`src/rtl/bp_nexus_mdo_serializer.sv`:
```
// Nexus MDO/MSEO trace serializer.
// Turns {mcode, src_id, addr} trace packets into a header beat plus LSB-first
// address beats. Leading zero address bytes are suppressed, and every
// SYNC_PERIOD-th message carries the full address under SYNC_MCODE so an
// off-chip decoder can resynchronise.
module bp_nexus_mdo_serializer #(
  parameter int         ADDR_W      = 32,
  parameter int         SYNC_PERIOD = 16,
  parameter logic [5:0] SYNC_MCODE  = 6'd11
) (
  input  logic              clk_i,
  input  logic              reset_i,
  input  logic [ADDR_W+7:0] pkt_i,
  input  logic              pkt_v_i,
  output logic              pkt_ready_o,
  output logic [7:0]        mdo_o,
  output logic [1:0]        mseo_o,
  output logic              mdo_v_o,
  input  logic              mdo_ready_i,
  output logic [15:0]       msg_count_o
);

  localparam int NB    = ADDR_W / 8;
  localparam int CNT_W = $clog2(NB + 1);
  localparam int SC_W  = (SYNC_PERIOD > 1) ? $clog2(SYNC_PERIOD) : 1;

  typedef enum logic [1:0] {
    S_IDLE = 2'd0,
    S_HDR  = 2'd1,
    S_ADDR = 2'd2
  } state_t;

  // Registered state and outputs
  state_t            r_state;
  logic [CNT_W-1:0]  r_idx;
  logic [CNT_W-1:0]  r_nbytes;
  logic [SC_W-1:0]   r_sync_cnt;
  logic [7:0]        r_mdo;
  logic [1:0]        r_mseo;
  logic              r_mdo_v;
  logic              r_pkt_ready;
  logic [15:0]       r_msg_count;
  logic [ADDR_W-1:0] r_addr;

  // Next-state values
  state_t            w_state;
  logic [CNT_W-1:0]  w_idx;
  logic [CNT_W-1:0]  w_nbytes;
  logic [SC_W-1:0]   w_sync_cnt;
  logic [7:0]        w_mdo;
  logic [1:0]        w_mseo;
  logic              w_mdo_v;
  logic              w_pkt_ready;
  logic [15:0]       w_msg_count;
  logic              w_capture;

  // Packet fields
  logic [5:0]        w_pkt_mcode;
  logic [1:0]        w_pkt_src;
  logic [ADDR_W-1:0] w_pkt_addr;
  logic              w_sync;
  logic [CNT_W-1:0]  w_last_idx;

  assign w_pkt_mcode = pkt_i[ADDR_W+7:ADDR_W+2];
  assign w_pkt_src   = pkt_i[ADDR_W+1:ADDR_W];
  assign w_pkt_addr  = pkt_i[ADDR_W-1:0];
  assign w_sync      = (r_sync_cnt == '0);
  assign w_last_idx  = r_nbytes - 1'b1;

  // Number of address beats: highest nonzero byte + 1, never fewer than one
  function automatic logic [CNT_W-1:0] f_nbytes(input logic [ADDR_W-1:0] a);
    logic [CNT_W-1:0] n;
    n = CNT_W'(1);
    for (int i = 1; i < NB; i++) begin
      if (a[i*8 +: 8] != 8'h00) n = CNT_W'(i + 1);
    end
    return n;
  endfunction

  // Address byte at a given beat index, LSB first
  function automatic logic [7:0] f_byte(input logic [ADDR_W-1:0] a,
                                        input logic [CNT_W-1:0]  idx);
    logic [ADDR_W-1:0] s;
    s = a >> {idx, 3'b000};
    return s[7:0];
  endfunction

  // Next-state and next-output decode; every register holds unless a beat moves
  always_comb begin
    w_state     = r_state;
    w_idx       = r_idx;
    w_nbytes    = r_nbytes;
    w_sync_cnt  = r_sync_cnt;
    w_mdo       = r_mdo;
    w_mseo      = r_mseo;
    w_mdo_v     = r_mdo_v;
    w_pkt_ready = r_pkt_ready;
    w_msg_count = r_msg_count;
    w_capture   = 1'b0;
    unique case (r_state)
      S_IDLE: begin
        if (pkt_v_i) begin
          w_capture   = 1'b1;
          w_state     = S_HDR;
          w_nbytes    = w_sync ? CNT_W'(NB) : f_nbytes(w_pkt_addr);
          w_sync_cnt  = (r_sync_cnt == SC_W'(SYNC_PERIOD - 1)) ? '0 : r_sync_cnt + 1'b1;
          w_mdo       = {w_pkt_src, (w_sync ? SYNC_MCODE : w_pkt_mcode)};
          w_mseo      = 2'b00;
          w_mdo_v     = 1'b1;
          w_pkt_ready = 1'b0;
        end
      end
      S_HDR: begin
        if (mdo_ready_i) begin
          w_state = S_ADDR;
          w_idx   = '0;
          w_mdo   = f_byte(r_addr, {CNT_W{1'b0}});
          w_mseo  = (r_nbytes == CNT_W'(1)) ? 2'b11 : 2'b00;
        end
      end
      S_ADDR: begin
        if (mdo_ready_i) begin
          if (r_idx == w_last_idx) begin
            // Final beat just left: drop back to the Nexus idle encoding
            w_state     = S_IDLE;
            w_mdo       = 8'h00;
            w_mseo      = 2'b11;
            w_mdo_v     = 1'b0;
            w_pkt_ready = 1'b1;
            w_msg_count = r_msg_count + 16'd1;
          end else begin
            w_idx  = r_idx + 1'b1;
            w_mdo  = f_byte(r_addr, w_idx);
            w_mseo = (w_idx == w_last_idx) ? 2'b11 : 2'b00;
          end
        end
      end
      default: begin
        w_state     = S_IDLE;
        w_mdo       = 8'h00;
        w_mseo      = 2'b11;
        w_mdo_v     = 1'b0;
        w_pkt_ready = 1'b1;
      end
    endcase
  end

  // State and output registers; reset abandons any message in flight
  always_ff @(posedge clk_i or posedge reset_i) begin
    if (reset_i) begin
      r_state     <= S_IDLE;
      r_idx       <= '0;
      r_nbytes    <= '0;
      r_sync_cnt  <= '0;
      r_mdo       <= 8'h00;
      r_mseo      <= 2'b11;
      r_mdo_v     <= 1'b0;
      r_pkt_ready <= 1'b1;
      r_msg_count <= 16'd0;
    end else begin
      r_state     <= w_state;
      r_idx       <= w_idx;
      r_nbytes    <= w_nbytes;
      r_sync_cnt  <= w_sync_cnt;
      r_mdo       <= w_mdo;
      r_mseo      <= w_mseo;
      r_mdo_v     <= w_mdo_v;
      r_pkt_ready <= w_pkt_ready;
      r_msg_count <= w_msg_count;
    end
  end

  // Address capture; only meaningful once a packet is accepted, so no reset
  always_ff @(posedge clk_i) begin
    if (w_capture) r_addr <= w_pkt_addr;
  end

  assign pkt_ready_o = r_pkt_ready;
  assign mdo_o       = r_mdo;
  assign mseo_o      = r_mseo;
  assign mdo_v_o     = r_mdo_v;
  assign msg_count_o = r_msg_count;

endmodule

```
`config.mk`:
```
export PLATFORM = sky130hd
export DESIGN_NAME = bp_nexus_mdo_serializer
export DESIGN_NICKNAME = d
export VERILOG_FILES = /design/src/rtl/bp_nexus_mdo_serializer.sv
export SDC_FILE = /design/constraint.sdc
export NUM_CORES = 1
export LEC_CHECK = 0
export CAP_MARGIN = 20
export CORE_MARGIN = 1.5
export CORE_UTILIZATION = 25
export CTS_BUF_LIST = sky130_fd_sc_hd__clkbuf_8 sky130_fd_sc_hd__clkbuf_16
export DETAILED_ROUTE_END_ITERATION = 6
export GPL_TIMING_DRIVEN = 0
export PLACE_DENSITY = 0.43
export SYNTH_ARGS = -nofsm -noshare
export SYNTH_HDL_FRONTEND = slang
export SYNTH_SLANG_ARGS = --single-unit
```
`constraint.sdc`:
```
create_clock -name clk_i -period 5.8 [get_ports clk_i]
set_input_delay 0.58 -clock clk_i [delete_from_list [all_inputs] [get_ports clk_i]]
set_output_delay 0.58 -clock clk_i [all_outputs]
set_load 0.03 [all_outputs]
```
### Word level (Yosys, flattened, before mapping)

Cells that the tools add are included.

| word-level totals | value |
|---|---|
| bits of input ports | 44 |
| output and inout bits | 28 |
| word-level logic and storage cells | 76 |
| bits in registers | 72 |

| cells by class | value |
|---|---|
| shift-type cells | 1 |
| reduce and logical (&&, ||, !) cells | 12 |
| bitwise logic cells | 1 |
| $add $sub $neg | 4 |
| mux-type cells | 37 |
| eq/ne operators | 11 |

Operators with widths:

| operator | count |
|---|---|
| two-way mux 8 bit | 4 |
| right shift 32 x 6 -> 8 bit | 1 |
| case mux 8 bit (3 select lines) | 1 |
| nonzero test 8 bit | 3 |
| two-way mux 2 bit | 11 |
| two-way mux 3 bit | 6 |
| adder 16 x 1 -> 16 bit (second input constant) | 1 |
| case mux 2 bit (3 select lines) | 2 |
| AND reduction 4 bit | 3 |
| inequality test 2 bit (second input constant) | 5 |
| two-way mux 1 bit | 8 |
| == test 3 bit | 2 |
| two-way mux 6 bit | 1 |
| case mux 1 bit (3 select lines) | 2 |
| case mux 3 bit (2 select lines) | 1 |
| AND reduction 3 bit | 2 |
| adder 4 x 1 -> 4 bit (second input constant) | 1 |
| == test 4 bit (second input constant) | 1 |
| zero test 4 bit | 1 |
| two-way mux 4 bit | 1 |
| adder 3 x 1 -> 3 bit (second input constant) | 1 |
| == test 3 x 1 -> 1 bit (second input constant) | 1 |
| subtractor 3 x 1 -> 3 bit (second input constant) | 1 |
| == test 2 x 1 -> 1 bit (second input constant) | 1 |
| 5 further kinds | 5 |

### Logic depth before layout (Yosys ltp)

Gate-level depths: netlist of the first run.

| depth | value |
|---|---|
| depth after elaboration | 6 |
| gate-level depth with buffers | 7 |
| depth with buffers taken out | 6 |

### Worst setup path before layout of the first run

No wires, ideal clock.

| path | value |
|---|---|
| kind | flip-flop to flip-flop |
| start point | register r_state[1] |
| end point | register r_addr[0], enable pin |
| buffers on the path | 2 |
| slack | 3.304 ns |
| required time | 5.392 ns |
| cell stages (with the launch flop) | 4 |
| period minus slack after synthesis | 2.496 ns |
| library setup time | 0.408 ns |
| arrival time | 2.087 ns |
| path through | dfrtp_1 > clkbuf_1 > nor3b_1 > clkbuf_1 |

| on the way | value |
|---|---|
| cells in the longest elaborated chain, start to end | 2 |

RTL lines:

| item | RTL line | source |
|---|---|---|
| start, declared | 34 | `state_t r_state;` |
| start signal, assigned | 161 | `r_state <= w_state;` |
| zero test 2 bit | 100 | `unique case (r_state)` |
| two-way mux 1 bit | 100 |  |
| via w_capture | 55 | `logic w_capture;` |
| end signal, assigned | 175 | `if (w_capture) r_addr <= w_pkt_addr;` |
| end, declared | 43 | `logic [ADDR_W-1:0] r_addr;` |

The timed path passes the listed nets, and every way through them passes these cells.
A chain may end at the register's enable or synchronous reset.

### Worst setup path in the final report of the first run

| path | value |
|---|---|
| start point | register r_nbytes[0] |
| end point | register r_mdo[5], in the netlist mdo_o[5] |

| on the way | value |
|---|---|
| cells in the longest elaborated chain, start to end | 5 |

RTL lines:

| item | RTL line | source |
|---|---|---|
| start, declared | 36 | `logic [CNT_W-1:0] r_nbytes;` |
| start signal, assigned | 163 | `r_nbytes <= w_nbytes;` |
| subtractor 3 x 1 -> 3 bit | 68 | `assign w_last_idx = r_nbytes - 1'b1;` |
| == test 3 bit | 123 | `if (r_idx == w_last_idx) begin` |
| two-way mux 8 bit | 123 |  |
| two-way mux 8 bit | 122 | `if (mdo_ready_i) begin` |
| case mux 8 bit (3 select lines) | 100 |  |
| end signal, assigned | 165 | `r_mdo <= w_mdo;` |
| end, declared | 38 | `logic [7:0] r_mdo;` |

No other way between the ends. The select of a mux whose other input is x is not followed.

==> results.md, run 1 <==
- Crit start category: flip-flop
- Nets: 386
- Worst R2R Path Depth: 6
- Via Count: 2315
- #FFs+latches synth: 71
- HP Start: msg_count_o[15]$_DFFE_PP0P_
- Core area: approximately 13000 um2
- Gpl congestion: 0.755
- CTS tree: yes
- Total CTS buffers: 9
- Die Span X: 119 um
- Max clock buf depth: 2
- Async set or reset register ratio after synthesis: approximately 55%
- Setup TNS: 0 ps
- Drt drc: 0
- Main flop type after synthesis: dfrtp_1
- Slew Viols, Final: 0
- Total wire length: between 8000 and 9000 um
- Final worst path period need: approximately 2700 ps
- Max-Slew Margin vs Limit: about 43%
- Clock tree sinks: between 70 and 80
- Final setup viols: 0
- Slowest CP cell: a21oi_1
- H-Tree Depth: 3
- Number of max-cap violations: 0
- CP peak stage delay: approximately 700 ps
- DR WL/cell: roughly 15 um
- DRT iter0 DRCs: 82
- I/O Buffers: 71
- Worst Tran Pin Value: around 860 ps
- Clock Latency Late Sink: between 300 and 400 ps
- Path type of the worst min-delay path: reg2reg
- Initial Util: 25.4%
- Final Cycle Share: 46.3%
- Commonest non-fill, non-tap cells in the layout: clkdlybuf4s50_1 (71), dfrtp_1 (37), edfxtp_1 (32)
- R2r startpoint: r_nbytes[0]$_DFFE_PP0P_
- Via density per instance: around 4.5
- Commonest non-fill, non-tap cell in the layout: clkdlybuf4s50_1
- Drt pass-1 iters: 4
- Post-synth cell types: 53
- Total Routing Usage GR: about an eighth
- Post-route ant nets: 0
- Row cnt: 42
- Delay-heaviest family, CP: compound AO/OA/AOI/OAI gates
- Die Area: around 14000 um2
- Cell Area, Synth: around 3300 um2
- CTS Root Cell: clkbuf_16
- Outcome: complete, no violations
- Clk pin slew, worst setup/hold paths: about 60 ps
- Placement Setup Slack: roughly 3100 ps
- Reg-to-reg slack, setup: between 3000 and 4000 ps
- Layout cells sized above 1: ~13%
- Synth warn: 0
- Highest fanout seen on the critical path: 8
- Static leakage: about 0.0017 uW
- Post-synth EDFFs: 32
- Hold Buf Count CTS: 0
- Resized cells post-CTS: 0
- Vias in the first global route: roughly 2500
- N_diodes: 0
- Grt ovf: 0
- P&R area growth vs syn: 37.9%
- Final setup margin: a little over 3000 ps
- Worst hold stages: 1
- # Post-CTS Setup Buffers: 0
- Fmax achieved: roughly 370 MHz
- DP HPWL: between 6000 and 7000 um
- Post-layout util: 35.1%
- Synthesized net count: a little over 300
- Critical path class: reg2reg
- Min-Delay Endpoint: msg_count_o[15]$_DFFE_PP0P_
- Worst-path cell chain: inv_1 > ha_1 > xnor2_1 > o311ai_0 > a21oi_1 > a221o_1
- Clock Skews: slightly below 6 ps
- PD cells: about 430 nW/um2
- Worst Path Buf+Inv: 1
- VDD IR max: approximately 0.24 mV
- RR Endpoint: mdo_o[5]$_DFFE_PP0P_
- Initial antenna violation count: 0
- Fin Hold WS: between 400 and 500 ps
- Global-route wire length before repair: 13100 um
- Cell count after synthesis: 253
- CP required: roughly 6100 ps
- Final hold vios: 0
- Syn Area/Cell: approximately 13 um2
- Seq/Total Area, Yosys: about three fifths
- Die height: ~120 um
- Critical Path AT: just under 3000 ps
- Largest net degree at the start of global routing: 40
- Boundary Pins: slightly above 70
- Critical Path End Type: flip-flop
- RSZ-0062 raised after global routing: no
## worst max-delay path by stage
stage                       startpoint                    to  slack, ps  depth (start not counted)
2_1_floorplan   r_state[1]$_DFFE_PP0P_   r_addr[0]$_DFFE_PP_       3300                          3
3_3_place_gp                   pkt_v_i   r_addr[6]$_DFFE_PP_       2030                          3
3_5_place_dp   r_nbytes[0]$_DFFE_PP0P_  mdo_o[2]$_DFFE_PP0P_       3130                          6
4_1_cts        r_nbytes[0]$_DFFE_PP0P_  mdo_o[5]$_DFFE_PP0P_       3110                          6
5_1_grt        r_nbytes[0]$_DFFE_PP0P_  mdo_o[5]$_DFFE_PP0P_       2960                          6
6_report       r_nbytes[0]$_DFFE_PP0P_  mdo_o[5]$_DFFE_PP0P_       3110                          6
## cell usage after synthesis (8+ instances only)
master	n	share of area, %
nand3_1	9	1.3
a221o_1	8	2.4
xor2_1	8	2.1
edfxtp_1	32	29
dfrtp_1	37	28
mux4_2	8	5.4
nor4_1	9	1.7
a21oi_1	9	1.3
nand2_1	18	2.0
xnor2_1	14	3.7
inv_1	10	1.1
## where the power goes
group          leakage [uW]  switching (uW)  total [uW]  internal [uW]
Combinational      0.000779             367         671            304
Sequential         0.000801            69.5         725            655
Clock              0.000156             214         587            373
Total               0.00174             651        1980           1330
## cells by family after synthesis
| family | Yosys count | share of synthesized area, % |
|---|---|---|
| muxes | 11 | 6.33 |
| and+or+nand+nor | 77 | 14.1 |
| buffers and inverters | 20 | 2.51 |
| xor gates and xnor gates | 24 | 6.97 |
| AOI/OAI and AO/OA | 44 | 9.78 |
| adders and majority gates | 6 | 2.25 |
| DFF | 71 | 58.1 |
## registers in the layout, indices dropped and copies added, names as in the netlist, 2 cells and up
| signal | count |
|---|---|
| r_nbytes | 3 |
| r_addr | 32 |
| r_state | 2 |
| r_idx | 3 |
| mdo_o | 8 |
| r_sync_cnt | 4 |
| msg_count_o | 16 |
## cell type report
type                            instances  area, um2
Timing Repair Buffer                   72        731
Buffer                                 10       47.5
Clock inverter                          7       88.8
Multi-Input combinational cell        162       1320
Clock buffer                            9        225
Tap cell                              176        220
Sequential cell                        71       1940
Inverter                               10       37.5
Fill cell                            1340       8530
## per-layer routing
| metal | vias to the layer above | part of all wire [%] | track usage [%] |
|---|---|---|---|
| li1 | 1142 | - | - |
| met1 | 1090 | 46 | 15.0 |
| met2 | 69 | 47 | 19.5 |
| met3 | 14 | 4.7 | 3.76 |
| met4 | 0 | 2.5 | 6.70 |
| met5 | - | 0 | 0 |
## through the flow
step	cells	total power, uW	cell area (um2)
finish	517	1980	4610
global route	517	2100	4610
CTS	517	2020	4610
detailed placement	501	1420	4290
global placement	500	1400	4270
floorplan	253	1170	3340
No activity file was read; power rests on OpenSTA's default activity.
==> run 2, diff against run 1 <==
==> constraint.sdc (replaced) <==
create_clock -name clk_i -period 2.5 [get_ports clk_i]
set_input_delay 0.25 -clock clk_i [delete_from_list [all_inputs] [get_ports clk_i]]
set_output_delay 0.25 -clock clk_i [all_outputs]
set_load 0.03 [all_outputs]
==> run 2 against run 1 <==
- maximum frequency rose by 19%
- largest cell class unchanged
- highest routed layer unchanged
- worst hold slack got worse by 67 ps
- setup slack got worse by 2900 ps
- critical path depth did not move
- clock-buffer cell count did not move
- global-route usage barely moved
- sequential share of layout area fell by 0.10 points
- critical path type unchanged
- core utilization rose by 0.086 points
- sequential power rose by 130%
==> results.md, run 2 (synthesis results as in run 1) <==
- Outcome: complete, no violations
- # Post-CTS Setup Buffers: 0 (unchanged)
- Fin Hold WS: 401 ps (-66.6 ps)
- Clock Latency Late Sink: 340 ps (about the same)
- Total wire length: 8030 um (+0.36%)
- Total CTS buffers: 9 (unchanged)
- Final worst path period need: 2260 ps (-433 ps)
- Final hold vios: 0 (unchanged)
- Placed cell areas: 4290 um2 (unchanged)
- Commonest non-fill, non-tap cells in the layout: clkdlybuf4s50_1 (71), dfrtp_1 (37), edfxtp_1 (32)
- I/O Buffers: 71 (unchanged)
- Boundary Pins: 72 (unchanged)
- Initial Util: 25.4% (unchanged)
- Final instance area: 4620 um2 (+0.24%)
- Drt pass-1 iters: 4 (unchanged)
- Clock tree sinks: 71 (unchanged)
- Nets: 386 (unchanged)
- Number of max-cap violations: 0 (unchanged)
- H-Tree Depth: 3 (unchanged)
- Row cnt: 42 (unchanged)
- Reg-to-reg slack, setup: 240 ps (-2870 ps)
- Max reg flops: 32 (unchanged)
- Die Span X: 119 um (unchanged)
- Final setup viols: 0 (unchanged)
- CTS Root Cell: clkbuf_16
- Clock Skews: 6.47 ps (+0.557 ps)
- Initial antenna violation count: 0 (unchanged)
- Worst Tran Pin Value: 832 ps (-30.6 ps)
- Drt drc: 0 (unchanged)
- Largest net degree at the start of global routing: 40 (unchanged)
- Die Area: 14100 um2 (unchanged)
- Vias in the first global route: 2470 (+0.24%)
- Critical Path AT: 2530 ps (-440 ps)
- N_diodes: 0 (unchanged)
- Biggest register: r_addr
- Layout cells sized above 1: 13.2% (+0.59 points)
- Total Routing Usage GR: 12.4% (+0.041 points)
- Placement Setup Slack: -173 ps (-3300 ps)
- Static leakage: 0.00174 uW (about the same)
- P&R area growth vs syn: 38.3%
- Core area: 13100 um2 (unchanged)
- VDD IR max: 0.558 mV (+130%)
- PD cells: 999 nW/um2 (+130%)
- Final Cycle Share: 90.2% (+44 points)
- Commonest non-fill, non-tap cell in the layout: clkdlybuf4s50_1
- DRT iter0 DRCs: 76 (-7.3%)
- Path type of the worst min-delay path: in2async
- Highest fanout seen on the critical path: 8 (unchanged)
- Clk pin slew, worst setup/hold paths: 60 ps (about the same)
- Global-route wire length before repair: 13200 um (+0.37%)
- Post-route ant nets: 0 (unchanged)
- Critical path class: reg2reg
- Max clock buf depth: 2 (unchanged)
- Via density per instance: 4.48 (about the same)
- Crit start category: flip-flop
- Die height: 119 um (unchanged)
- Worst R2R Path Depth: 6 (unchanged)
- CP required: 2780 ps (-3300 ps)
- RSZ-0062 raised after global routing: no
- DR WL/cell: 15.5 um (+0.36%)
- Critical Path End Type: flip-flop
- Max-Slew Margin vs Limit: 44.5% (+2.0 points)
- Grt ovf: 0 (unchanged)
- DP HPWL: 6000 um (unchanged)
- Hold Buf Count CTS: 0 (unchanged)
- Fmax achieved: 443 MHz (+19%)
- Gpl congestion: 0.755 (unchanged)
- Slew Viols, Final: 0 (unchanged)
- RR Endpoint: mdo_o[5]$_DFFE_PP0P_
- Final setup margin: 244 ps (-2870 ps)
- CTS tree: yes
- Via Count: 2317 (+0.086%)
- R2r startpoint: r_nbytes[0]$_DFFE_PP0P_
-- run 2: worst max path at each step --
| stage | cells after the start | from | end |
|---|---|---|---|
| 3_3_place_gp | 3 | pkt_v_i | r_addr[6]$_DFFE_PP_ |
| 3_5_place_dp | 6 | r_nbytes[0]$_DFFE_PP0P_ | mdo_o[2]$_DFFE_PP0P_ |
| 6_report | 6 | r_nbytes[0]$_DFFE_PP0P_ | mdo_o[5]$_DFFE_PP0P_ |
| 4_1_cts | 6 | r_nbytes[0]$_DFFE_PP0P_ | mdo_o[5]$_DFFE_PP0P_ |
| 2_1_floorplan | 3 | r_state[1]$_DFFE_PP0P_ | r_addr[0]$_DFFE_PP_ |
| 5_1_grt | 7 | r_nbytes[0]$_DFFE_PP0P_ | msg_count_o[13]$_DFFE_PP0P_ |
-- run 2: timing repair --
item / CTS / global route
pin swaps: 0 / 0
resized for setup: 1 / 1
endpoints found under the setup margin: 8 / 8
-- run 2: worst max-delay path, stage by stage, from the launching register on --
cell and delay (ps):
dfrtp_1 400, inv_1 90, ha_1 350, xnor2_2 410, o311ai_0 200, a21oi_2 480, a221o_1 250
-- run 2: cell type report --
| type | count | area [um2] |
|---|---|---|
| buffer | 10 | 47.5 |
| clock buffer | 9 | 225 |
| clock inverter | 7 | 88.8 |
| fill | 1338 | 8520 |
| inverter | 10 | 37.5 |
| multi-input combinational | 162 | 1330 |
| sequential | 71 | 1940 |
| tap | 176 | 220 |
| timing repair buffer | 72 | 731 |
-- run 2: per-stage QoR --
stage | TNS (ps) | utilization (%) | instances | total power, uW
final | 0 | 35.1 | 517 | 4610
after global routing | 0 | 35.1 | 517 | 4880
after CTS | 0 | 35.1 | 517 | 4680
after detailed placement | -1170 | 32.7 | 501 | 3290
after global placement | -36530 | 32.5 | 500 | 3260
after floorplan | 0 | - | 253 | 2710
-- run 2: where the power goes --
part / total [uW] / switching (uW) / internal, uW
registers: 1680 / 162 / 1520
clock network: 1360 / 497 / 866
logic: 1570 / 857 / 710
-- run 2: per-layer routing --
layer | track usage [%] | up-vias | routed length [um]
met5 | 0 | - | 0
met4 | 6.70 | 0 | 205
met3 | 3.76 | 14 | 366
met2 | 19.6 | 67 | 3800
met1 | 15.1 | 1093 | 3660
li1 | - | 1143 | -
